--- src/rtl/nihilist_pkg.sv ---
// Shared keyed-Polybius definitions for the Nihilist cipher blocks.
// Square is keyed with DANIEL, I and J share a cell, rows and columns run 1..5.
package nihilist_pkg;

    typedef enum logic [1:0] {
        ST_IDLE,
        ST_RUN,
        ST_DRAIN
    } state_e;

    localparam logic [8*25-1:0] SQUARE   = "DANIELBCFGHKMOPQRSTUVWXYZ";
    localparam int unsigned     ROW_MIN  = 1;
    localparam int unsigned     ROW_MAX  = 5;
    localparam int unsigned     COL_MIN  = 1;
    localparam int unsigned     COL_MAX  = 5;
    localparam logic [7:0]      BAD_CHAR = 8'h3F;

    // Case-insensitive; anything that is not a letter yields code 0.
    function automatic logic [7:0] letter_to_code(input logic [7:0] ch);
        logic [7:0] up;
        logic [7:0] code;
        up = (ch >= 8'h61 && ch <= 8'h7A) ? ch - 8'h20 : ch;
        if (up == 8'h4A) begin
            up = 8'h49;
        end
        code = 8'd0;
        for (int p = 0; p < 25; p++) begin
            if (SQUARE[8*(24-p) +: 8] == up) begin
                code = 8'(10 * (p / 5 + 1) + (p % 5) + 1);
            end
        end
        return code;
    endfunction

    function automatic logic [7:0] code_to_letter(input logic [7:0] code);
        int unsigned row;
        int unsigned col;
        row = 32'(code) / 32'd10;
        col = 32'(code) % 32'd10;
        if (row >= ROW_MIN && row <= ROW_MAX && col >= COL_MIN && col <= COL_MAX) begin
            return SQUARE[8*(24 - 5*(row-1) - (col-1)) +: 8];
        end
        return BAD_CHAR;
    endfunction

endpackage

--- src/rtl/decrypt_stream_if.sv ---
// Cipher-in / plaintext-out valid-ready stream pair for decrypt_stream.
interface decrypt_stream_if;

    logic [7:0] i_w_cipher;
    logic       i_w_cipher_valid;
    logic       i_w_cipher_last;
    logic       o_r_cipher_ready;
    logic [7:0] o_r_text;
    logic       o_r_text_valid;
    logic       o_r_text_last;
    logic       i_w_text_ready;

    modport master (
        output i_w_cipher, i_w_cipher_valid, i_w_cipher_last, i_w_text_ready,
        input  o_r_cipher_ready, o_r_text, o_r_text_valid, o_r_text_last
    );

    modport slave (
        input  i_w_cipher, i_w_cipher_valid, i_w_cipher_last, i_w_text_ready,
        output o_r_cipher_ready, o_r_text, o_r_text_valid, o_r_text_last
    );

endinterface

--- src/rtl/polybius_lookup.sv ---
// Combinational Polybius code to uppercase letter, with a flag for codes off the square.
module polybius_lookup
    import nihilist_pkg::*;
(
    input  logic [7:0] code_i,
    output logic [7:0] letter_o,
    output logic       valid_o
);

    always_comb begin
        letter_o = code_to_letter(code_i);
        valid_o  = (letter_o != BAD_CHAR);
    end

endmodule

--- src/rtl/decrypt_stream.sv ---
// Streaming Nihilist decrypter: subtract the repeating key code, then look the difference up.
// Optional error outputs o_r_err / o_r_err_seen are built when DECRYPT_STREAM_ERR_EN is defined.
module decrypt_stream
    import nihilist_pkg::*;
#(
    parameter int p_secret_length = 6,
    parameter int p_idx_width     = 3
) (
    input  logic                         i_w_clk,
    input  logic                         i_w_rst,
    input  logic                         i_w_start,
    input  logic [p_secret_length*8-1:0] i_w_secret,
    decrypt_stream_if.slave              stream,
    output logic                         o_r_busy
`ifdef DECRYPT_STREAM_ERR_EN
    ,
    output logic                         o_r_err,
    output logic                         o_r_err_seen
`endif
);

    state_e                       state_q, state_d;
    logic [p_secret_length*8-1:0] secret_q, secret_d;
    logic [p_idx_width-1:0]       idx_q, idx_d;
    logic                         s1Valid_q, s1Valid_d;
    logic [7:0]                   s1Diff_q, s1Diff_d;
    logic                         s1Last_q, s1Last_d;
    logic                         s1Bad_q, s1Bad_d;
    logic                         s2Valid_q, s2Valid_d;
    logic [7:0]                   s2Text_q, s2Text_d;
    logic                         s2Last_q, s2Last_d;
`ifdef DECRYPT_STREAM_ERR_EN
    logic                         s2Err_q, s2Err_d;
    logic                         errSeen_q, errSeen_d;
`endif

    logic [7:0] keyChar;
    logic [7:0] keyCode;
    logic [7:0] lookupLetter;
    logic       lookupValid;
    logic       s2Advance;
    logic       s2Fire;
    logic       cipherReady;
    logic       accept;

    polybius_lookup u_lookup (
        .code_i   (s1Diff_q),
        .letter_o (lookupLetter),
        .valid_o  (lookupValid)
    );

    always_comb begin
        keyChar = '0;
        for (int i = 0; i < p_secret_length; i++) begin
            if (idx_q == p_idx_width'(i)) begin
                keyChar = secret_q[8*(p_secret_length-1-i) +: 8];
            end
        end
        keyCode = letter_to_code(keyChar);
    end

    // S2 drains when empty or taken downstream; S1 may refill in the same cycle it empties.
    assign s2Advance   = !s2Valid_q || stream.i_w_text_ready;
    assign s2Fire      = s2Valid_q && stream.i_w_text_ready;
    assign cipherReady = (state_q == ST_RUN) && (!s1Valid_q || s2Advance);
    assign accept      = cipherReady && stream.i_w_cipher_valid;

    always_comb begin
        state_d   = state_q;
        secret_d  = secret_q;
        idx_d     = idx_q;
        s1Valid_d = s1Valid_q;
        s1Diff_d  = s1Diff_q;
        s1Last_d  = s1Last_q;
        s1Bad_d   = s1Bad_q;
        s2Valid_d = s2Valid_q;
        s2Text_d  = s2Text_q;
        s2Last_d  = s2Last_q;
`ifdef DECRYPT_STREAM_ERR_EN
        s2Err_d   = s2Err_q;
        errSeen_d = errSeen_q;
        if (s2Fire && s2Err_q) begin
            errSeen_d = 1'b1;
        end
`endif

        case (state_q)
            ST_IDLE: begin
                if (i_w_start) begin
                    state_d  = ST_RUN;
                    secret_d = i_w_secret;
                    idx_d    = '0;
`ifdef DECRYPT_STREAM_ERR_EN
                    errSeen_d = 1'b0;
`endif
                end
            end
            ST_RUN: begin
                if (accept && stream.i_w_cipher_last) begin
                    state_d = ST_DRAIN;
                end
            end
            ST_DRAIN: begin
                if (s2Fire && s2Last_q) begin
                    state_d = ST_IDLE;
                end
            end
            default: state_d = ST_IDLE;
        endcase

        if (accept) begin
            idx_d = (idx_q == p_idx_width'(p_secret_length - 1)) ? '0 : idx_q + 1'b1;
        end

        if (s2Advance) begin
            s2Valid_d = s1Valid_q;
            s2Text_d  = (s1Bad_q || !lookupValid) ? BAD_CHAR : lookupLetter;
            s2Last_d  = s1Last_q;
`ifdef DECRYPT_STREAM_ERR_EN
            s2Err_d   = s1Bad_q || !lookupValid;
`endif
            s1Valid_d = 1'b0;
        end

        // Unknown key chars and underflow are caught here; the lookup cannot see them.
        if (accept) begin
            s1Valid_d = 1'b1;
            s1Diff_d  = stream.i_w_cipher - keyCode;
            s1Last_d  = stream.i_w_cipher_last;
            s1Bad_d   = (keyCode == 8'd0) || (stream.i_w_cipher < keyCode);
        end
    end

    always_ff @(posedge i_w_clk) begin
        if (i_w_rst) begin
            state_q   <= ST_IDLE;
            secret_q  <= '0;
            idx_q     <= '0;
            s1Valid_q <= 1'b0;
            s1Diff_q  <= '0;
            s1Last_q  <= 1'b0;
            s1Bad_q   <= 1'b0;
            s2Valid_q <= 1'b0;
            s2Text_q  <= '0;
            s2Last_q  <= 1'b0;
`ifdef DECRYPT_STREAM_ERR_EN
            s2Err_q   <= 1'b0;
            errSeen_q <= 1'b0;
`endif
        end else begin
            state_q   <= state_d;
            secret_q  <= secret_d;
            idx_q     <= idx_d;
            s1Valid_q <= s1Valid_d;
            s1Diff_q  <= s1Diff_d;
            s1Last_q  <= s1Last_d;
            s1Bad_q   <= s1Bad_d;
            s2Valid_q <= s2Valid_d;
            s2Text_q  <= s2Text_d;
            s2Last_q  <= s2Last_d;
`ifdef DECRYPT_STREAM_ERR_EN
            s2Err_q   <= s2Err_d;
            errSeen_q <= errSeen_d;
`endif
        end
    end

    assign stream.o_r_cipher_ready = cipherReady;
    assign stream.o_r_text         = s2Text_q;
    assign stream.o_r_text_valid   = s2Valid_q;
    assign stream.o_r_text_last    = s2Last_q;
    assign o_r_busy                = (state_q != ST_IDLE);
`ifdef DECRYPT_STREAM_ERR_EN
    assign o_r_err                 = s2Valid_q && s2Err_q;
    assign o_r_err_seen            = errSeen_q;
`endif

endmodule

--- src/flat_wrapper.sv ---
// flat-port wrapper written by rule: the top's interface ports become plain ports
module decrypt_stream_flat import nihilist_pkg::*;
#(
    parameter int p_secret_length = 6,
    parameter int p_idx_width     = 3
)
  (i_w_clk, i_w_rst, i_w_start, i_w_secret, o_r_busy, stream_i_w_cipher, stream_i_w_cipher_valid, stream_i_w_cipher_last, stream_i_w_text_ready, stream_o_r_cipher_ready, stream_o_r_text, stream_o_r_text_valid, stream_o_r_text_last);
  decrypt_stream_if stream_i ();
  input  logic i_w_clk;
  input  logic i_w_rst;
  input  logic i_w_start;
  input  logic [p_secret_length*8-1:0] i_w_secret;
  output logic o_r_busy;
  input wire logic [$bits(stream_i.i_w_cipher)-1:0] stream_i_w_cipher;
  input wire logic [$bits(stream_i.i_w_cipher_valid)-1:0] stream_i_w_cipher_valid;
  input wire logic [$bits(stream_i.i_w_cipher_last)-1:0] stream_i_w_cipher_last;
  input wire logic [$bits(stream_i.i_w_text_ready)-1:0] stream_i_w_text_ready;
  output wire logic [$bits(stream_i.o_r_cipher_ready)-1:0] stream_o_r_cipher_ready;
  output wire logic [$bits(stream_i.o_r_text)-1:0] stream_o_r_text;
  output wire logic [$bits(stream_i.o_r_text_valid)-1:0] stream_o_r_text_valid;
  output wire logic [$bits(stream_i.o_r_text_last)-1:0] stream_o_r_text_last;
  assign stream_i.i_w_cipher = stream_i_w_cipher;
  assign stream_i.i_w_cipher_valid = stream_i_w_cipher_valid;
  assign stream_i.i_w_cipher_last = stream_i_w_cipher_last;
  assign stream_i.i_w_text_ready = stream_i_w_text_ready;
  assign stream_o_r_cipher_ready = stream_i.o_r_cipher_ready;
  assign stream_o_r_text = stream_i.o_r_text;
  assign stream_o_r_text_valid = stream_i.o_r_text_valid;
  assign stream_o_r_text_last = stream_i.o_r_text_last;
  decrypt_stream #(.p_secret_length(p_secret_length), .p_idx_width(p_idx_width)) u_core (.i_w_clk(i_w_clk), .i_w_rst(i_w_rst), .i_w_start(i_w_start), .i_w_secret(i_w_secret), .stream(stream_i), .o_r_busy(o_r_busy));
endmodule
--- config.mk ---
export PLATFORM = sky130hd
export DESIGN_NAME = decrypt_stream_flat
export DESIGN_NICKNAME = d
export VERILOG_FILES = /design/src/rtl/nihilist_pkg.sv /design/src/rtl/decrypt_stream_if.sv /design/src/rtl/polybius_lookup.sv /design/src/rtl/decrypt_stream.sv /design/src/flat_wrapper.sv
export SDC_FILE = /design/constraint.sdc
export NUM_CORES = 1
export LEC_CHECK = 0
export CORE_MARGIN = 2
export CORE_UTILIZATION = 45
export DETAILED_ROUTE_END_ITERATION = 16
export HOLD_SLACK_MARGIN = 0.08
export PLACE_DENSITY = 0.67
export SLEW_MARGIN = 40
export SYNTH_ARGS = -nofsm -noshare
export SYNTH_HDL_FRONTEND = slang
export SYNTH_SLANG_ARGS = --single-unit
--- constraint.sdc ---
create_clock -name i_w_clk -period 9.8 [get_ports i_w_clk]
set_input_delay 1.96 -clock i_w_clk [delete_from_list [all_inputs] [get_ports i_w_clk]]
set_output_delay 1.96 -clock i_w_clk [all_outputs]
set_load 0.02 [all_outputs]
==> results of run 1 <==
[synthesized netlist by cell type, types with 6 or more instances]
cell,n,area (um^2)
clkbuf_1,37,139
a21oi_1,98,490
a21o_1,10,75.1
nand3_1,15,75.1
nand2_1,162,608
xor2_1,8,70.1
dfxtp_1,73,1460
a211oi_1,11,82.6
mux2i_1,20,200
nor2b_1,9,56.3
nor2_1,52,195
or3_1,7,43.8
nand2b_1,9,56.3
ha_1,28,350
inv_1,32,120
nor3_1,12,60.1
o2bb2ai_1,7,61.3
and2_1,6,37.5
o21ai_0,41,205
xnor2_1,17,149
[layer usage]
layer  up-vias  wire length (um)
met1      2537              6470
met3        26               610
met5         -                 0
met2       169              7160
met4         0               227
li1       2752                 -
[worst max-delay path by stage]
stage                                   from                         to  slack [ns]  depth (start not counted)
after floorplan           u_core.s1Diff_q[5]  u_core.stream.o_r_text[4]        3.03                         32
after global placement    u_core.s1Diff_q[6]  u_core.stream.o_r_text[4]        2.41                         28
after detailed placement  u_core.s1Diff_q[5]  u_core.stream.o_r_text[4]        2.13                         28
after CTS                 u_core.s1Diff_q[5]  u_core.stream.o_r_text[4]        2.07                         28
after global routing      u_core.s1Diff_q[5]  u_core.stream.o_r_text[4]        1.36                         29
final                     u_core.s1Diff_q[5]  u_core.stream.o_r_text[4]        2.02                         28
[state kept, by name (all words and copies together), names as in the netlist]
register                      flops
u_core.secret_q                  48
u_core.s1Diff_q                   8
u_core.stream.o_r_text            7
u_core.idx_q                      3
u_core.state_q                    2
u_core.s1Bad_q                    1
u_core.s1Last_q                   1
u_core.s1Valid_q                  1
u_core.stream.o_r_text_last       1
u_core.stream.o_r_text_valid      1
[stage by stage]
| stage | area [um^2] | setup WS [ns] | power (mW) | hold WS [ns] | instances |
|---|---|---|---|---|---|
| 3_3_place_gp | 6240 | 2.41 | 1.69 | 0.443 | 941 |
| 3_5_place_dp | 6240 | 2.13 | 1.73 | 0.446 | 941 |
| 4_1_cts | 6510 | 2.07 | 2.03 | 0.454 | 957 |
| 6_report | 6520 | 2.02 | 2.05 | 0.453 | 959 |
| 2_1_floorplan | 5530 | 3.03 | 1.46 | 0.434 | 766 |
| 5_1_grt | 6520 | 1.36 | 2.24 | 0.473 | 959 |
[cells in the final DEF, fill, tap and decap left out, types with 8 or more instances in the layout]
cell type | synthesis | routed
o21ai_0 | 41 | 41
clkbuf_16 | 0 | 9
a211oi_1 | 11 | 11
dfxtp_1 | 73 | 73
nand2_1 | 162 | 162
nand2b_1 | 9 | 9
clkdlybuf4s50_1 | 0 | 71
xor2_1 | 8 | 8
nor2b_1 | 9 | 9
xnor2_1 | 17 | 17
nand3_1 | 15 | 15
inv_1 | 32 | 32
ha_1 | 28 | 28
mux2i_1 | 20 | 20
nor3_1 | 12 | 12
nor2_1 | 52 | 52
a21o_1 | 10 | 10
a21oi_1 | 98 | 98
[cell families after synthesis]
kind of cell / count (synthesis)
and+or+nand+nor: 295
buffers and inverters: 84
muxes: 21
xor gates and xnor gates: 25
DFF: 73
other: 1
adders and majority gates: 33
AOI/OAI and AO/OA: 234
[final cells by class]
type	instances	area, um^2
Fill cell	1184	5490
Clock inverter	6	35.0
Sequential cell	73	1460
Timing Repair Buffer	79	766
Inverter	35	131
Multi-Input combinational cell	609	3710
Clock buffer	10	229
Tap cell	147	184
[critical path: cells and delay by family, from the launching register on]
| kind | cells | cell delay [ns] |
|---|---|---|
| compound gates | 10 | 2.26 |
| buf+inv | 2 | 0.15 |
| xor+xnor | 3 | 0.46 |
| flops | 1 | 0.74 |
| fa+ha+maj | 6 | 1.80 |
| simple gates | 7 | 2.31 |
[power breakdown]
part	leakage [nW]	total, mW	internal [mW]	switching [mW]
sequential	0.599	0.348	0.325	0.0232
clock	0.128	0.293	0.169	0.124
combinational	1.69	1.41	0.585	0.824
==> impl_metrics.json, run 1 <==
{
  "hold_path.startpoint": "u_core.secret_q[12]",
  "hold_depth": 2,
  "finalClockSkew_ns": 0.00320,
  "cap_violations": 0,
  "first_pass_iters": 5,
  "async_reset_ff_share_pct": 0,
  "finalMaxSlewViolations": 0,
  "synth_mux_area_share_pct": 3.83,
  "rsz0062_at_grt": "no",
  "die_w_um": 115,
  "slew-limit-headroom_pct": 45.1,
  "ctsRootBufferMaster": "clkbuf_16",
  "r2r_cells": 28,
  "path_max_fanout": 20,
  "cts_max_level": 3,
  "path_clk_slew_ns": 0.06,
  "regToRegSetupSlack_ns": 2.02,
  "coreArea_mm2": 0.0120,
  "dieArea_mm2": 0.0132,
  "nNetsFinal": 902,
  "power_leakage_nw": 2.42,
  "grt_overflow": 0,
  "wl_mm": 14.5,
  "dp_hpwl_mm": 10.7,
  "met3_usage_pct": 3.00,
  "cp_common_cell": "ha_1",
  "end_kind": "flop",
  "cp.arrival_ns": 8.05,
  "ys_warn_count": 0,
  "syn-num-nets": 861,
  "min_period_over_period_pct": 79.4,
  "holdCritPathClass": "flop to flop",
  "clkLatencyLatePin_ns": 0.33,
  "crit_type": "flop to flop",
  "seq_area_frac_synth_pct": 26.4,
  "top_usage_layer": "met2",
  "fp-row-count": 40,
  "cp.required_ns": 10.07,
  "ios": 74,
  "cpPeakStageDelay_ns": 0.74,
  "synthXorXnorAreaFrac_pct": 3.96,
  "finalCoreUtilization_pct": 54.3,
  "status": "complete, no violations",
  "hold_buffers": 0,
  "grt_util_met2_pct": 40.0,
  "timing.final.hold_violations": 0,
  "met1_usage_pct": 29.4,
  "final_antenna_net_count": 0,
  "syn_area_mm2": 0.00553,
  "avgSynthCellArea_um2": 7.21,
  "critPathLaunchType": "flop",
  "vias": 5484,
  "synth-seq-cells": 73,
  "worst_pin_slew_ns": 0.821,
  "drive_gt1_share_pct": 5.67,
  "grt_pass1_wl_mm": 24.6,
  "synth_top_family_by_area": "compound AO/OA/AOI/OAI gates",
  "r2r_end": "u_core.stream.o_r_text[4]",
  "grt.total_usage_pct": 22.7,
  "max_clock_freq_ghz": 0.128,
  "yosys.cell_types.count": 79,
  "start_util_pct": 46.0,
  "cts_resized": 0,
  "postCtsSetupRepairBufs": 0,
  "ys.flop_type": "dfxtp_1",
  "synth_adder_area_share_pct": 8.15,
  "synth-compound-area-share_pct": 27.7,
  "grt_max_degree": 67,
  "synthSimpleGateAreaFrac_pct": 23.5,
  "syn_inst": 766,
  "worst_ir_drop_vdd_mv": 0.277,
  "cts_tree": "done",
  "clkSinkCount": 73,
  "numCtsBuffers": 9,
  "max-clock-path-buffers": 2,
  "place.gp.congestion": 0.997,
  "die_h_um": 115,
  "drc": 0,
  "setup_viol": 0,
  "hold_end": "u_core.secret_q[12]",
  "timing.setup.tns_ns": 0,
  "cp_slowest_cell": "dfxtp_1",
  "diodes": 0,
  "drtIter0Drc": 399,
  "area_growth_syn_to_layout_pct": 18.0,
  "wl_per_cell_um": 15.1,
  "final.min_clock_period_ns": 7.78,
  "place.port_buffers": 72,
  "r2r-start": "u_core.s1Diff_q[5]",
  "grt_pass1_vias": 5127,
  "power_density_mw_per_mm2": 314,
  "synth-edff-count": 0,
  "antenna_found_initial": 0,
  "vias_per_cell": 5.72
}
No activity file was read; power rests on OpenSTA's default activity.
==> run 2: changes to the inputs <==
--- a/config.mk
+++ b/config.mk
@@ -9,7 +9,7 @@
 export CORE_UTILIZATION = 45
 export DETAILED_ROUTE_END_ITERATION = 16
 export HOLD_SLACK_MARGIN = 0.08
-export PLACE_DENSITY = 0.67
+export PLACE_DENSITY = 0.7
 export SLEW_MARGIN = 40
 export SYNTH_ARGS = -nofsm -noshare
 export SYNTH_HDL_FRONTEND = slang
==> constraint.sdc (replaced) <==
create_clock -name i_w_clk -period 7 [get_ports i_w_clk]
set_input_delay 1.4 -clock i_w_clk [delete_from_list [all_inputs] [get_ports i_w_clk]]
set_output_delay 1.4 -clock i_w_clk [all_outputs]
set_load 0.02 [all_outputs]
==> run 2 against run 1 <==
Net effect:
- design area is 4.5% higher
- cell count is 2.6% higher
- via count grew 2.4%
- largest cell class unchanged
- highest routed layer unchanged
==> impl_metrics.json, run 2 (synthesis gave the netlist of run 1 again) <==
{
  "die_h_um": 115,
  "dp_hpwl_mm": 10.8,
  "regToRegSetupSlack_ns": 0.44,
  "start_util_pct": 46.0,
  "ios": 74,
  "hold_depth": 2,
  "grt_overflow": 0,
  "top_usage_layer": "met2",
  "finalCoreUtilization_pct": 56.7,
  "place.gp.congestion": 0.891,
  "nNetsFinal": 927,
  "min_period_over_period_pct": 93.6,
  "timing.setup.tns_ns": 0,
  "final_antenna_net_count": 0,
  "critPathLaunchType": "flop",
  "place.port_buffers": 72,
  "fin_ws_ns": 0.445,
  "worst_pin_slew_ns": 0.879,
  "timing.final.hold_violations": 0,
  "die_w_um": 115,
  "clkLatencyLatePin_ns": 0.33,
  "holdCritPathClass": "flop to flop",
  "max-clock-path-buffers": 2,
  "post-place-ws_ns": -0.0652,
  "drc": 0,
  "cap_violations": 0,
  "hold_end": "u_core.secret_q[15]",
  "grt_pass1_vias": 5103,
  "diodes": 0,
  "cp.arrival_ns": 6.82,
  "ctsRootBufferMaster": "clkbuf_16",
  "power_leakage_nw": 2.58,
  "grt.total_usage_pct": 21.9,
  "hold_buffers": 0,
  "cp.required_ns": 7.26,
  "met3_usage_pct": 3.48,
  "power_density_mw_per_mm2": 451,
  "cp_common_cell": "ha_1",
  "path_clk_slew_ns": 0.05,
  "first_pass_iters": 5,
  "numCtsBuffers": 9,
  "finalMaxSlewViolations": 0,
  "path_max_fanout": 5,
  "r2r_cells": 30,
  "final_cell_mix": "nand2_1 (162), a21oi_1 (97), dfxtp_1 (73)",
  "area_growth_syn_to_layout_pct": 23.3,
  "cpPeakStageDelay_ns": 0.48,
  "wl_per_cell_um": 15.0,
  "slew-limit-headroom_pct": 41.4,
  "r2r-start": "u_core.s1Diff_q[5]",
  "setup_viol": 0,
  "cts_tree": "done",
  "largest_reg_flops": 48,
  "largest-register": "u_core.secret_q",
  "met1_usage_pct": 27.4,
  "hold_path.startpoint": "u_core.secret_q[15]",
  "cp_slowest_cell": "fa_1",
  "grt_util_met2_pct": 39.4,
  "clkSinkCount": 73,
  "finalClockSkew_ns": 0.00416,
  "vias": 5613,
  "end_kind": "flop",
  "r2r_end": "u_core.stream.o_r_text[4]",
  "worst_ir_drop_vdd_mv": 0.459,
  "max_clock_freq_ghz": 0.153,
  "status": "complete, no violations",
  "drive_gt1_share_pct": 9.44,
  "final.min_clock_period_ns": 6.56,
  "drtIter0Drc": 463,
  "antenna_found_initial": 0,
  "crit_type": "flop to flop",
  "coreArea_mm2": 0.0120,
  "vias_per_cell": 5.70,
  "grt_max_degree": 67,
  "wl_mm": 14.7,
  "fp-row-count": 40,
  "grt_pass1_wl_mm": 23.7,
  "cts_max_level": 3,
  "final_common_cell": "nand2_1",
  "dieArea_mm2": 0.0132
}
==> run 2: cell types whose count changed in the layout (fill, tap and decap cells not counted), sizes merged <==
cell / change
buf: +23
bufinv: +1
clkbuf: +5
clkinv: -3
clkinvlp: -2
nor2: +1
==> run 2: final cells by class <==
type                            instances  area (um^2)
Clock buffer                           14          274
Clock inverter                          2         35.0
Fill cell                            1116         5200
Inverter                               35          131
Multi-Input combinational cell        610         3770
Sequential cell                        73         1460
Tap cell                              147          184
Timing Repair Buffer                  103          953
==> run 2: how the worst max path moves through the flow <==
stage / start / end / slack, ns / cells after the start
after floorplan: u_core.s1Diff_q[5] / u_core.stream.o_r_text[4] / 0.23 / 32
after global placement: u_core.s1Diff_q[5] / u_core.stream.o_r_text[4] / 0.22 / 30
after detailed placement: u_core.s1Diff_q[5] / u_core.stream.o_r_text[4] / -0.07 / 30
after CTS: u_core.s1Diff_q[5] / u_core.stream.o_r_text[4] / 0.03 / 30
after global routing: u_core.s1Diff_q[5] / u_core.stream.o_r_text[4] / -0.004 / 30
final: u_core.s1Diff_q[5] / u_core.stream.o_r_text[4] / 0.44 / 30
==> run 2: worst max-delay path, delay by kind of cell (launching register included) <==
family                     cells  cell delay [ns]
AOI/OAI and AO/OA              9             2.05
xor gates and xnor gates       4             0.62
adders and majority gates      6             1.98
buffers and inverters          2             0.12
DFF                            1             0.34
and+or+nand+nor                9             1.38
==> run 2: report_power, final <==
group | internal, mW | total, mW | switching [mW]
logic | 0.926 | 2.12 | 1.20
registers | 0.455 | 0.482 | 0.0270
clock network | 0.304 | 0.466 | 0.161
==> run 2: what timing repair did <==
action,CTS,global route
endpoints found under the setup margin,2,6
setup buffers,0,16
pin swaps,0,8
cloned,0,1
gates resized for setup,1,11
==> run 2: routing by layer <==
layer | up-vias | wire length, um
met5 | - | 0
li1 | 2807 | -
met3 | 20 | 668
met2 | 164 | 7380
met1 | 2622 | 6420
met4 | 0 | 251
==> run 2: per-stage QoR <==
stage / std cells / hold slack, ns / power (mW) / instance area [um^2]
5_1_grt: 984 / 0.477 / 3.34 / 6810
3_5_place_dp: 950 / 0.446 / 2.48 / 6300
4_1_cts: 966 / 0.453 / 2.96 / 6620
6_report: 984 / 0.453 / 3.07 / 6810
3_3_place_gp: 948 / 0.443 / 2.40 / 6290
2_1_floorplan: 766 / 0.434 / 2.05 / 5530
